**config.mk**
```make
export PLATFORM = sky130hd
export DESIGN_NAME = adc_bcd_conv
export DESIGN_NICKNAME = d
export VERILOG_FILES = /design/src/rtl/adc_bcd_conv.sv
export SDC_FILE = /design/constraint.sdc
export NUM_CORES = 1
export LEC_CHECK = 0
export BUFFER_PORTS_ARGS = -buffer_cell sky130_fd_sc_hd__buf_2
export CAP_MARGIN = 30
export CORE_ASPECT_RATIO = 1.4
export CORE_MARGIN = 2
export CORE_UTILIZATION = 43
export DETAILED_ROUTE_END_ITERATION = 8
export PLACE_DENSITY = 0.6
export SKIP_CTS_REPAIR_TIMING = 1
export SYNTH_ARGS = -nofsm -noshare
export SYNTH_HDL_FRONTEND = slang
export SYNTH_SLANG_ARGS = --single-unit
```
**constraint.sdc**
```tcl
create_clock -name clk_16M -period 4.9 [get_ports clk_16M]
set_clock_uncertainty 0.15 [all_clocks]
set_input_delay 1.47 -clock clk_16M [delete_from_list [all_inputs] [get_ports clk_16M]]
set_output_delay 1.47 -clock clk_16M [all_outputs]
set_load 0.005 [all_outputs]
```
**src/rtl/adc_bcd_conv.sv**
```systemverilog
// ADC sample post-processor: averages 2**AVG_LOG2 samples, scales the average to mV,
// converts it to four BCD digits by double-dabble and holds the result for the display.
module adc_bcd_conv #(
  parameter int AVG_LOG2 = 2,
  parameter int VREF_MV  = 3300
) (
  input  logic        clk_16M,
  input  logic        set_rst_flag,
  input  logic [15:0] i_data,
  input  logic        i_valid,
  output logic [15:0] o_bcd,
  output logic        o_valid,
  output logic        o_busy
);

  // state | meaning
  // ACC   | accumulate samples until 2**AVG_LOG2 have arrived
  // MUL   | scale the average to millivolts, seed the converter
  // DAB   | 12 double-dabble iterations
  // OUT   | publish the digits, clear the accumulator
  typedef enum logic [1:0] {
    S_ACC = 2'd0,
    S_MUL = 2'd1,
    S_DAB = 2'd2,
    S_OUT = 2'd3
  } state_t;

  localparam int ACC_W = 12 + AVG_LOG2;
  localparam int CNT_W = (AVG_LOG2 > 0) ? AVG_LOG2 : 1;
  localparam logic [CNT_W-1:0] CNT_LAST = CNT_W'((1 << AVG_LOG2) - 1);
  localparam logic [23:0]      VREF_24  = 24'(VREF_MV);

  state_t           state;
  logic [ACC_W-1:0] acc;
  logic [CNT_W-1:0] cnt;
  logic [11:0]      bin_r;
  logic [15:0]      bcd_r;
  logic [15:0]      bcd_adj;
  logic [3:0]       dab_cnt;
  logic [11:0]      avg;
  logic [23:0]      prod;
  logic [11:0]      mv;
  logic [3:0]       unused_data_hi;
  logic [11:0]      unused_prod_lo;

  // The top 12 bits of the accumulator are the average: acc >> AVG_LOG2.
  assign avg            = acc[ACC_W-1 -: 12];
  assign prod           = {12'd0, avg} * VREF_24;
  assign mv             = prod[23:12];
  assign unused_data_hi = i_data[15:12];
  assign unused_prod_lo = prod[11:0];

  always_comb begin
    bcd_adj = bcd_r;
    for (int i = 0; i < 4; i++) begin
      if (bcd_r[4*i +: 4] >= 4'd5) begin
        bcd_adj[4*i +: 4] = bcd_r[4*i +: 4] + 4'd3;
      end
    end
  end

  assign o_busy = (state != S_ACC);

  always_ff @(posedge clk_16M) begin
    if (set_rst_flag) begin
      state   <= S_ACC;
      acc     <= '0;
      cnt     <= '0;
      bin_r   <= '0;
      bcd_r   <= '0;
      dab_cnt <= '0;
      o_bcd   <= '0;
      o_valid <= 1'b0;
    end else begin
      o_valid <= 1'b0;
      case (state)
        S_ACC: begin
          if (i_valid) begin
            acc <= acc + ACC_W'(i_data[11:0]);
            cnt <= cnt + 1'b1;
            if (cnt == CNT_LAST) begin
              state <= S_MUL;
            end
          end
        end
        S_MUL: begin
          bin_r   <= mv;
          bcd_r   <= '0;
          dab_cnt <= 4'd11;
          state   <= S_DAB;
        end
        S_DAB: begin
          {bcd_r, bin_r} <= {bcd_adj[14:0], bin_r, 1'b0};
          dab_cnt        <= dab_cnt - 1'b1;
          if (dab_cnt == 4'd0) begin
            state <= S_OUT;
          end
        end
        S_OUT: begin
          o_bcd   <= bcd_r;
          o_valid <= 1'b1;
          acc     <= '0;
          cnt     <= '0;
          state   <= S_ACC;
        end
        default: state <= S_ACC;
      endcase
    end
  end

endmodule

```
**Yosys cells after proc, flatten, opt, wreduce, memory -nomap -nowiden**

Cells that the tools add are included.
W data, S select, Z words.

- $add $sub $neg: 7
- Multipliers: 1
- Order comparisons: 4
- Equality and inequality tests: 7
- Multiplexer cells: 16
- Reductions and logical operators: 7

Operators with widths:

| operator | number |
|---|---|
| $pmux W16 S2 | 1 |
| $pmux W14 S2 | 1 |
| $pmux W12 S2 | 1 |
| $mul A12 B10 Y22 const B | 1 |
| $ge A4 B3 Y1 const B | 4 |
| $add A14 B12 Y14 | 1 |
| $mux W14 | 1 |
| $add A4 B2 Y4 const B | 3 |
| $mux W4 | 3 |
| $mux W2 | 4 |
| $pmux W2 S4 | 1 |
| $pmux W4 S2 | 1 |
| $eq A2 B2 Y1 const B | 3 |
| $ne A2 B2 Y1 const B | 3 |
| $reduce_bool A2 Y1 | 3 |
| $logic_not A4 Y1 | 1 |
| $pmux W2 S2 | 1 |
| $sub A4 B1 Y4 const B | 1 |
| $add A3 B2 Y3 const B | 1 |
| $mux W3 | 1 |
| $reduce_and A3 Y1 | 1 |
| $add A2 B1 Y2 const B | 1 |
| $eq A2 B1 Y1 const B | 1 |
| $logic_not A2 Y1 | 1 |
| 2 further kinds | 2 |

- Bits in registers: 67
- Input bits: 19
- Output and inout bits: 18
- Word-level logic and storage cells: 50

**Depth between registers and ports, before layout**

Gate-level depths: netlist (run 1).

- Word-level depth: 4
- Gate-level depth with buffers: 16

**Worst setup path before layout (run 1)**

No wires, ideal clock.

- Path kind: register to register
- From: register acc[3]
- To: register bin_r[8]
- Setup time: 0.071 ns
- Arrival: 4.316 ns
- Required time: 4.679 ns
- Path slack: 0.363 ns
- Stages on the path, launching flop included: 16
- Clock period less this slack: 4.537 ns
- Cells stage by stage: dfxtp_1 -> ha_1 -> xor2_1 -> ha_1 -> fa_1 -> fa_1 -> inv_1 -> fa_1 -> inv_1 -> ha_1 -> a21oi_1 -> nand2_1 -> a2111o_1 -> nand4_1 -> mux2_2 -> a21oi_1

- Word-level cells in the longest chain between the ends: 2

RTL lines:

| what | RTL line | RTL |
|---|---|---|
| start: declaration | 34 | `logic [ACC_W-1:0] acc;` |
| start signal: assignment | 79 | `acc <= acc + ACC_W'(i_data[11:0]);` |
| $mul A12 B10 Y22 | 48 | `assign prod = {12'd0, avg} * VREF_24;` |
| $pmux W12 S2 | 76 | `case (state)` |
| end signal: assignment | 87 | `bin_r <= mv;` |
| end signal: assignment | 93 | `{bcd_r, bin_r} <= {bcd_adj[14:0], bin_r, 1'b0};` |
| end: declaration | 36 | `logic [11:0] bin_r;` |

No other way between the ends.
A chain may end at the register's enable or synchronous reset.

**Worst setup path in the final report (run 1)**

- From: register acc[4]
- To: register bin_r[9]

Same word-level chain as after synthesis.

==> results.yml, run 1 <==
global_routing:
  gr-usage-all-layers: 0.193
  grt_first_pass_wirelength_um: 22100
  grt_pass1_vias: 4768
  grt_overflow: 0
  antenna_found_initial: 0
  grt_max_degree: 52
placed_design:
  pre_cts_ws_ns: 0.0878
  dp_hpwl_um: 10300
  dp.cells: 842
  gp_congestion: 0.874
  port_buffers: 32
setup_path:
  cp_max_fo: 6
  critPathKind: "flip-flop to flip-flop"
  ff2ff_setup_slack_ns: 0.24
  crit_path_start_kind: "flip-flop"
  required_ns: 4.93
  critPathArrivalTime_ns: 4.69
  worst_setup_path_end_kind: "flip-flop"
synthesis:
  syn_nets: 782
  ys_dominant_reg_cell: "dfxtp_1"
  post_synth.cell_area_avg_um2: 9.01
  yosysWarnings: 0
  synth-edff-count: 0
  syn_area_um2: 5720
  synthArstFlopShare: 0
  yosysUniqueCellTypes: 58
  ys_seq_area_frac: 0.235
  synth_seq_cells: 67
  syn_inst: 635
power:
  leakage_nw: 3.08
  ir_worst_vdd_mv: 0.282
  cellPowerDensity_nw_per_um2: 529
layout:
  final_common_cell: "ha_1"
  most-common-layout-cells: "ha_1 (98), nor2_1 (68), dfxtp_1 (66)"
  fin_nets: 822
  drive_above_1_share: 0.134
  diodes: 0
  num-fill-cells: 1216
  syn_to_final_growth_pct: 14.0
  fin_cells: 858
floorplan:
  core.rowCount: 49
  coreArea_um2: 12900
  dieArea_um2: 14300
  die_h_um: 140
  dieWidth_um: 101
  io_pins: 37
  start_util: 0.442
job:
  drv_cap: 0
sta:
  finalSetupViolCount: 0
  timing.fmax_ghz: 0.215
  period_minus_slack_ns: 4.66
  slew_headroom: 0.428
  post-route-period-util: 0.951
  whs_ns: 0.311
  worst_pin_slew_ns: 0.858
  hold_viol_final: 0
  setup_slack_ns: 0.242
  maxSlewViolCount: 0
clock_network:
  numCtsBuffers: 9
  clkTransAtPathRegs_ns: 0.06
  cts_root_buf: "clkbuf_16"
  tritoncts: "yes"
  clkLatencyLatePin_ns: 0.34
  clockBufferDepth: 2
  htreeDepth: 3
  cts_sinks: 67
min_path:
  min_path_type: "flip-flop to flip-flop"
routing:
  dr.first_iter.drc_count: 194
  first_pass_iters: 4
  antenna_left: 0
  wl_per_cell_um: 15.1
  via_count: 4595
  drc: 0
  vias_per_cell: 5.36
  totalWireLength_um: 13000
outcome:
  outcome: "finished clean"
==> synthesized netlist by cell type (2+ instances only) <==
library cell   n  area share
fa_1          29        0.10
or3_1          3      0.0033
inv_1         59       0.039
o211ai_1       3      0.0039
xnor2_1       18       0.028
a211o_1        3      0.0046
o21ai_0       24       0.021
a21oi_1       41       0.036
o31ai_1        7      0.0092
o21bai_1       4      0.0053
o21bai_2       2      0.0039
nand3_1        7      0.0061
and2_1         2      0.0022
ha_1          99        0.22
nand2_1       36       0.024
clkbuf_1      19       0.012
xor2_1         8       0.012
and3_1         7      0.0077
o22ai_1        4      0.0044
nand3b_1       8       0.011
a311oi_1       5      0.0077
a32oi_1        4      0.0061
mux2i_1       19       0.033
a211oi_1       4      0.0053
nand2b_1       7      0.0077
o21ai_2        2      0.0031
nor2_1        68       0.045
a21o_1         7      0.0092
or2_2          3      0.0033
nand4_1        5      0.0055
a21boi_0       2      0.0026
nor3_1        12       0.011
a2111o_1       2      0.0039
a22oi_1       16       0.021
buf_2          5      0.0044
dfxtp_1       67        0.23
a211oi_2       2      0.0044
o21a_1         2      0.0026
==> routing by layer <==
layer / vias to the layer above / GRT usage / share of wire
met1: 2172 / 0.227 / 0.42
li1: 2314 / - / -
met5: - / 0 / 0
met4: 0 / 0.0861 / 0.032
met3: 28 / 0.0259 / 0.027
met2: 81 / 0.343 / 0.52
==> metrics by stage <==
stage / TNS, ns / cell area [um^2] / power [mW] / utilization
6_report: 0 / 6520 / 3.45 / 0.504
4_1_cts: 0 / 6470 / 3.38 / 0.501
3_3_place_gp: 0 / 6160 / 2.64 / 0.476
3_5_place_dp: 0 / 6170 / 2.68 / 0.477
2_1_floorplan: 0 / 5720 / 2.20 / -
5_1_grt: -0.0128 / 6520 / 3.82 / 0.504
==> sequential cells by signal, indices dropped and copies added (netlist names) <==
register	cells
bcd_r	16
state	2
dab_cnt	4
o_valid	1
o_bcd	16
bin_r	12
cnt	2
acc	14
==> critical path, cell delays in order, from the launching register on <==
cell      delay (ns)
dfxtp_1         0.31
buf_4           0.16
ha_1            0.34
xor2_1          0.16
ha_1            0.30
fa_1            0.51
fa_1            0.55
inv_1           0.06
fa_1            0.50
inv_1           0.04
ha_1            0.36
nand2_1         0.12
a211oi_2        0.23
o22ai_4         0.16
o31ai_2         0.28
xnor2_1         0.16
o22ai_1         0.11
==> report_power, final <==
part	internal, mW	leakage, nW	total [mW]	switching (mW)
logic	0.915	2.39	2.14	1.23
clock network	0.402	0.145	0.666	0.264
registers	0.597	0.543	0.641	0.0442
==> worst paths after layout <==
kind	from	endpoint	cells after the start
setup reg to reg	acc[4]$_SDFFE_PP0P_	bin_r[9]$_SDFFE_PP0P_	16
setup / recovery	acc[4]$_SDFFE_PP0P_	bin_r[9]$_SDFFE_PP0P_	16
hold / removal	bin_r[0]$_SDFFE_PP0P_	bin_r[0]$_SDFFE_PP0P_	1
hold reg to reg	bin_r[0]$_SDFFE_PP0P_	bin_r[0]$_SDFFE_PP0P_	1
==> kinds of logic (layout without fill, tap and decap cells) <==
logic type	Yosys count	in the layout	share of synthesized area
compound gates	147	147	0.184
xor+xnor	26	26	0.0398
mux	20	20	0.0352
fa+ha+maj	128	128	0.318
simple gates	164	164	0.133
flops	67	67	0.235
buf+inv	83	128	0.0556
==> layout make-up <==
type	instances	area [um^2]	share of cell area
tap	178	223	0.0342
sequential	67	1340	0.206
clock inverter	7	82.6	0.0127
clock buffer	9	225	0.0345
timing repair buffer	53	322	0.0493
multi-input combinational	485	4100	0.629
inverter	59	221	0.0340
Power figures use the tool's default switching activity.
==> inputs of run 2 (changes only) <==
Settings changed: CORE_ASPECT_RATIO 1.4 to not set.
==> run 2 against run 1 <==
Die area is essentially flat. Sequential share of layout area fell by 0.28 points. Sequential power about the same. Critical endpoint is now bin_r[7]$_SDFFE_PP0P_. Highest routed layer unchanged.
==> results.yml, run 2 (synthesized netlist as in run 1, its figures left out) <==
sta:
  fin_setup_tns_ns: 0
  slew_headroom: 0.538
  post-route-period-util: 0.955
  maxSlewViolCount: 0
  period_minus_slack_ns: 4.68
  hold_viol_final: 0
  timing.fmax_ghz: 0.214
  worst_pin_slew_ns: 0.693
  grt_setup_unrepaired: "no"
  finalSetupViolCount: 0
clock_network:
  cts_sinks: 67
  numCtsBuffers: 9
  clkTransAtPathRegs_ns: 0.06
  clockBufferDepth: 2
  cts_root_buf: "clkbuf_16"
  htreeDepth: 3
  clkLatencyLatePin_ns: 0.34
  tritoncts: "yes"
layout:
  most-common-layout-cells: "ha_1 (93), nor2_1 (68), dfxtp_1 (64)"
  multi_input_area_um2: 4150
  num-fill-cells: 1248
  final_util: 0.504
  drive_above_1_share: 0.151
  syn_to_final_growth_pct: 15.8
  final_common_cell: "ha_1"
  register_area_um2: 1350
  diodes: 0
  top_regs: "bcd_r: 16 flops, o_bcd: 16 flops, acc: 14 flops"
  fin_nets: 824
floorplan:
  dieArea_um2: 14200
  die_h_um: 119
  core.rowCount: 42
  dieWidth_um: 119
  start_util: 0.435
  io_pins: 37
  coreArea_um2: 13100
global_routing:
  use_met1: 0.237
  gr-usage-all-layers: 0.185
  use_met3: 0.0354
  antenna_found_initial: 0
  grt_first_pass_wirelength_um: 21600
  grt_overflow: 0
  gr-usage-met2: 0.316
  grt_pass1_vias: 4576
  busiest_layer: "met2"
  grt_max_degree: 31
routing:
  vias_per_cell: 5.32
  first_pass_iters: 4
  drc: 0
  dr.first_iter.drc_count: 257
  antenna_left: 0
  wl_per_cell_um: 14.6
  totalWireLength_um: 12500
  via_count: 4561
power:
  leakage_nw: 3.10
  power.total_mw: 3.47
  ir_worst_vdd_mv: 0.256
  cellPowerDensity_nw_per_um2: 525
min_path:
  min_path_type: "flip-flop to flip-flop"
setup_path:
  cp_max_fo: 7
  worst_setup_path_end_kind: "flip-flop"
  critPathKind: "flip-flop to flip-flop"
  required_ns: 5.00
  crit_path_start_kind: "flip-flop"
  critPathArrivalTime_ns: 4.78
placed_design:
  dp_hpwl_um: 9860
  gp_congestion: 0.810
  port_buffers: 32
outcome:
  outcome: "finished clean"
job:
  drv_cap: 0
run 2: cell types whose count changed in the layout (fill, tap and decap cells not counted), sizes merged:
cell      previous run  this run
clkbuf               9        10
inv                 63        62
buf                 53        55
clkinvlp             2         1
bufinv               1         2
run 2: path summary, 6_finish.rpt:
kind / start / endpoint / slack, ns / depth (start not counted)
max: acc[3]$_SDFFE_PP0P_ / bin_r[7]$_SDFFE_PP0P_ / 0.22 / 16
min: bin_r[0]$_SDFFE_PP0P_ / bin_r[0]$_SDFFE_PP0P_ / 0.32 / 1
max reg2reg: acc[3]$_SDFFE_PP0P_ / bin_r[7]$_SDFFE_PP0P_ / 0.22 / 16
min reg2reg: bin_r[0]$_SDFFE_PP0P_ / bin_r[0]$_SDFFE_PP0P_ / 0.32 / 1
run 2: metal layers:
layer,wire length [um],part of all wire
met1,5940,0.47
met3,290,0.023
met5,0,0
met2,6060,0.48
met4,212,0.017
run 2: where the power goes:
| group | internal [mW] | switching [mW] |
|---|---|---|
| sequential | 0.598 | 0.0418 |
| combinational | 0.888 | 1.22 |
| clock | 0.465 | 0.260 |
| total | 1.95 | 1.52 |
run 2: final cells by class:
cell class | instances | area share
Clock buffer | 10 | 0.0361
Clock inverter | 6 | 0.0142
Sequential cell | 67 | 0.203
Timing Repair Buffer | 55 | 0.0539
Multi-Input combinational cell | 485 | 0.626
Inverter | 59 | 0.0334
Tap cell | 176 | 0.0333
run 2: stage by stage:
step,cells,hold slack (ns),cell area (um^2),worst slack [ns]
final,858,0.319,6620,0.222
after global routing,858,0.346,6620,0.0248
after CTS,857,0.320,6530,-0.0219
after detailed placement,841,0.306,6190,0.0542
after global placement,839,0.296,6150,0.116
after floorplan,635,0.285,5720,0.363
run 2: critical path: stages (launching register included):
cell       delay, ns
dfxtp_2         0.36
ha_4            0.29
xor2_1          0.20
ha_1            0.28
fa_1            0.49
fa_1            0.56
inv_1           0.05
fa_1            0.51
inv_1           0.05
ha_2            0.34
a2111oi_4       0.37
a211oi_2        0.08
o22ai_4         0.29
buf_4           0.17
o21bai_2        0.07
xnor2_1         0.12
a211oi_1        0.22
==> inputs of run 3 (changes only) <==
Settings changed: CORE_UTILIZATION 43 to 50, PLACE_DENSITY 0.6 to 0.68.
==> run 3 against run 2 <==
Register-to-register slack barely moved. Critical path depth unchanged. Hold slack worse by 0.012 ns. Sequential power about the same. Via count up 1.3%. Critical path type unchanged. Largest cell class unchanged.
==> results.yml, run 3 (synthesized netlist as in run 1, its figures left out) <==
power:
  ir_worst_vdd_mv: 0.257
  cellPowerDensity_nw_per_um2: 544
  leakage_nw: 3.11
  power.total_mw: 3.56
sta:
  timing.fmax_ghz: 0.214
  grt_setup_unrepaired: "no"
  setup_slack_ns: 0.235
  hold_viol_final: 0
  whs_ns: 0.306
  slew_headroom: 0.485
  worst_pin_slew_ns: 0.768
  post-route-period-util: 0.952
  maxSlewViolCount: 0
  period_minus_slack_ns: 4.66
  fin_setup_tns_ns: 0
  finalSetupViolCount: 0
routing:
  first_pass_iters: 4
  wl_per_cell_um: 15.6
  dr.first_iter.drc_count: 341
  drc: 0
  totalWireLength_um: 12800
  antenna_left: 0
  vias_per_cell: 5.61
  via_count: 4621
floorplan:
  io_pins: 37
  core.rowCount: 39
  coreArea_um2: 11300
  die_h_um: 111
  dieArea_um2: 12300
  dieWidth_um: 111
  start_util: 0.507
placed_design:
  gp_congestion: 0.872
  dpl-instance-area_um2: 6130
  port_buffers: 32
  dp.cells: 807
  pre_cts_ws_ns: 0.0997
  dp_hpwl_um: 9910
clock_network:
  clkLatencyLatePin_ns: 0.32
  clkTransAtPathRegs_ns: 0.05
  tritoncts: "yes"
  cts_root_buf: "clkbuf_16"
  htreeDepth: 3
  numCtsBuffers: 9
  clockBufferDepth: 2
  cts_sinks: 67
layout:
  fin_nets: 822
  fin_area_um2: 6540
  final_common_cell: "ha_1"
  top_regs: "bcd_r: 16 flops, o_bcd: 16 flops, acc: 14 flops"
  drive_above_1_share: 0.137
  most-common-layout-cells: "ha_1 (97), nor2_1 (68), dfxtp_1 (65)"
  fin_cells: 823
  diodes: 0
  num-fill-cells: 980
  syn_to_final_growth_pct: 14.4
  final_util: 0.580
job:
  drv_cap: 0
global_routing:
  grt_first_pass_wirelength_um: 21800
  gr-usage-all-layers: 0.212
  antenna_found_initial: 0
  grt_overflow: 0
  grt_max_degree: 45
  grt_pass1_vias: 4698
setup_path:
  crit_path_start_kind: "flip-flop"
  critPathArrivalTime_ns: 4.75
  r2r_end: "bin_r[3]$_SDFFE_PP0P_"
  crit_path_start: "acc[4]$_SDFFE_PP0P_"
  required_ns: 4.98
  cp_max_fo: 6
  ff2ff_setup_slack_ns: 0.24
  worst_setup_path_end_kind: "flip-flop"
  worst-r2r-cell-count: 16
  critPathCapture: "bin_r[3]$_SDFFE_PP0P_"
  critPathKind: "flip-flop to flip-flop"
  r2r-start: "acc[4]$_SDFFE_PP0P_"
outcome:
  outcome: "finished clean"
min_path:
  min_path_type: "flip-flop to flip-flop"
## run 3: cell count changes in the layout (fill, tap and decap cells not counted), sizes merged
cell / before / now
buf: 55 / 53
bufinv: 2 / 4
clkinv: 0 / 1
inv: 62 / 59
## run 3: area by class of cell
cell class,instances,area [um^2],area share
tap,143,179,0.0274
clock buffer,10,239,0.0365
timing repair buffer,53,325,0.0497
multi-input combinational,485,4100,0.626
sequential,67,1340,0.205
clock inverter,6,136,0.0209
inverter,59,221,0.0339
## run 3: worst min-delay path by stage
| stage | cells after the start | endpoint | slack (ns) | startpoint |
|---|---|---|---|---|
| global placement | 2 | bin_r[8]$_SDFFE_PP0P_ | 0.30 | bin_r[8]$_SDFFE_PP0P_ |
| finish | 2 | bin_r[8]$_SDFFE_PP0P_ | 0.31 | bin_r[8]$_SDFFE_PP0P_ |
| global route | 1 | bin_r[11]$_SDFFE_PP0P_ | 0.33 | bin_r[11]$_SDFFE_PP0P_ |
| floorplan | 1 | bin_r[0]$_SDFFE_PP0P_ | 0.29 | bin_r[0]$_SDFFE_PP0P_ |
| detailed placement | 1 | bin_r[0]$_SDFFE_PP0P_ | 0.30 | bin_r[0]$_SDFFE_PP0P_ |
| CTS | 2 | bin_r[8]$_SDFFE_PP0P_ | 0.31 | bin_r[8]$_SDFFE_PP0P_ |
## run 3: metal layers
metal | wire length (um) | track usage | part of all wire
met3 | 450 | 0.0366 | 0.035
met2 | 6290 | 0.361 | 0.49
met4 | 315 | 0.0675 | 0.025
met1 | 5750 | 0.273 | 0.45
met5 | 0 | 0 | 0
## run 3: report_power, final
part           internal, mW  total, mW  switching (mW)
registers             0.598      0.641          0.0439
logic                 0.894       2.13            1.23
clock network         0.563      0.793           0.230
total                  2.05       3.56            1.51
## run 3: worst max-delay path: stages (launching register included)
cell and delay [ns]:
dfxtp_1 0.32, buf_4 0.16, ha_1 0.34, xor2_1 0.17, ha_1 0.30, fa_1 0.49, fa_1 0.56, inv_1 0.05
fa_1 0.49, inv_1 0.04, ha_2 0.36, nand2_1 0.09, a211oi_2 0.29, o22ai_4 0.17, xnor2_1 0.24, nand2_1 0.08
a311oi_1 0.25
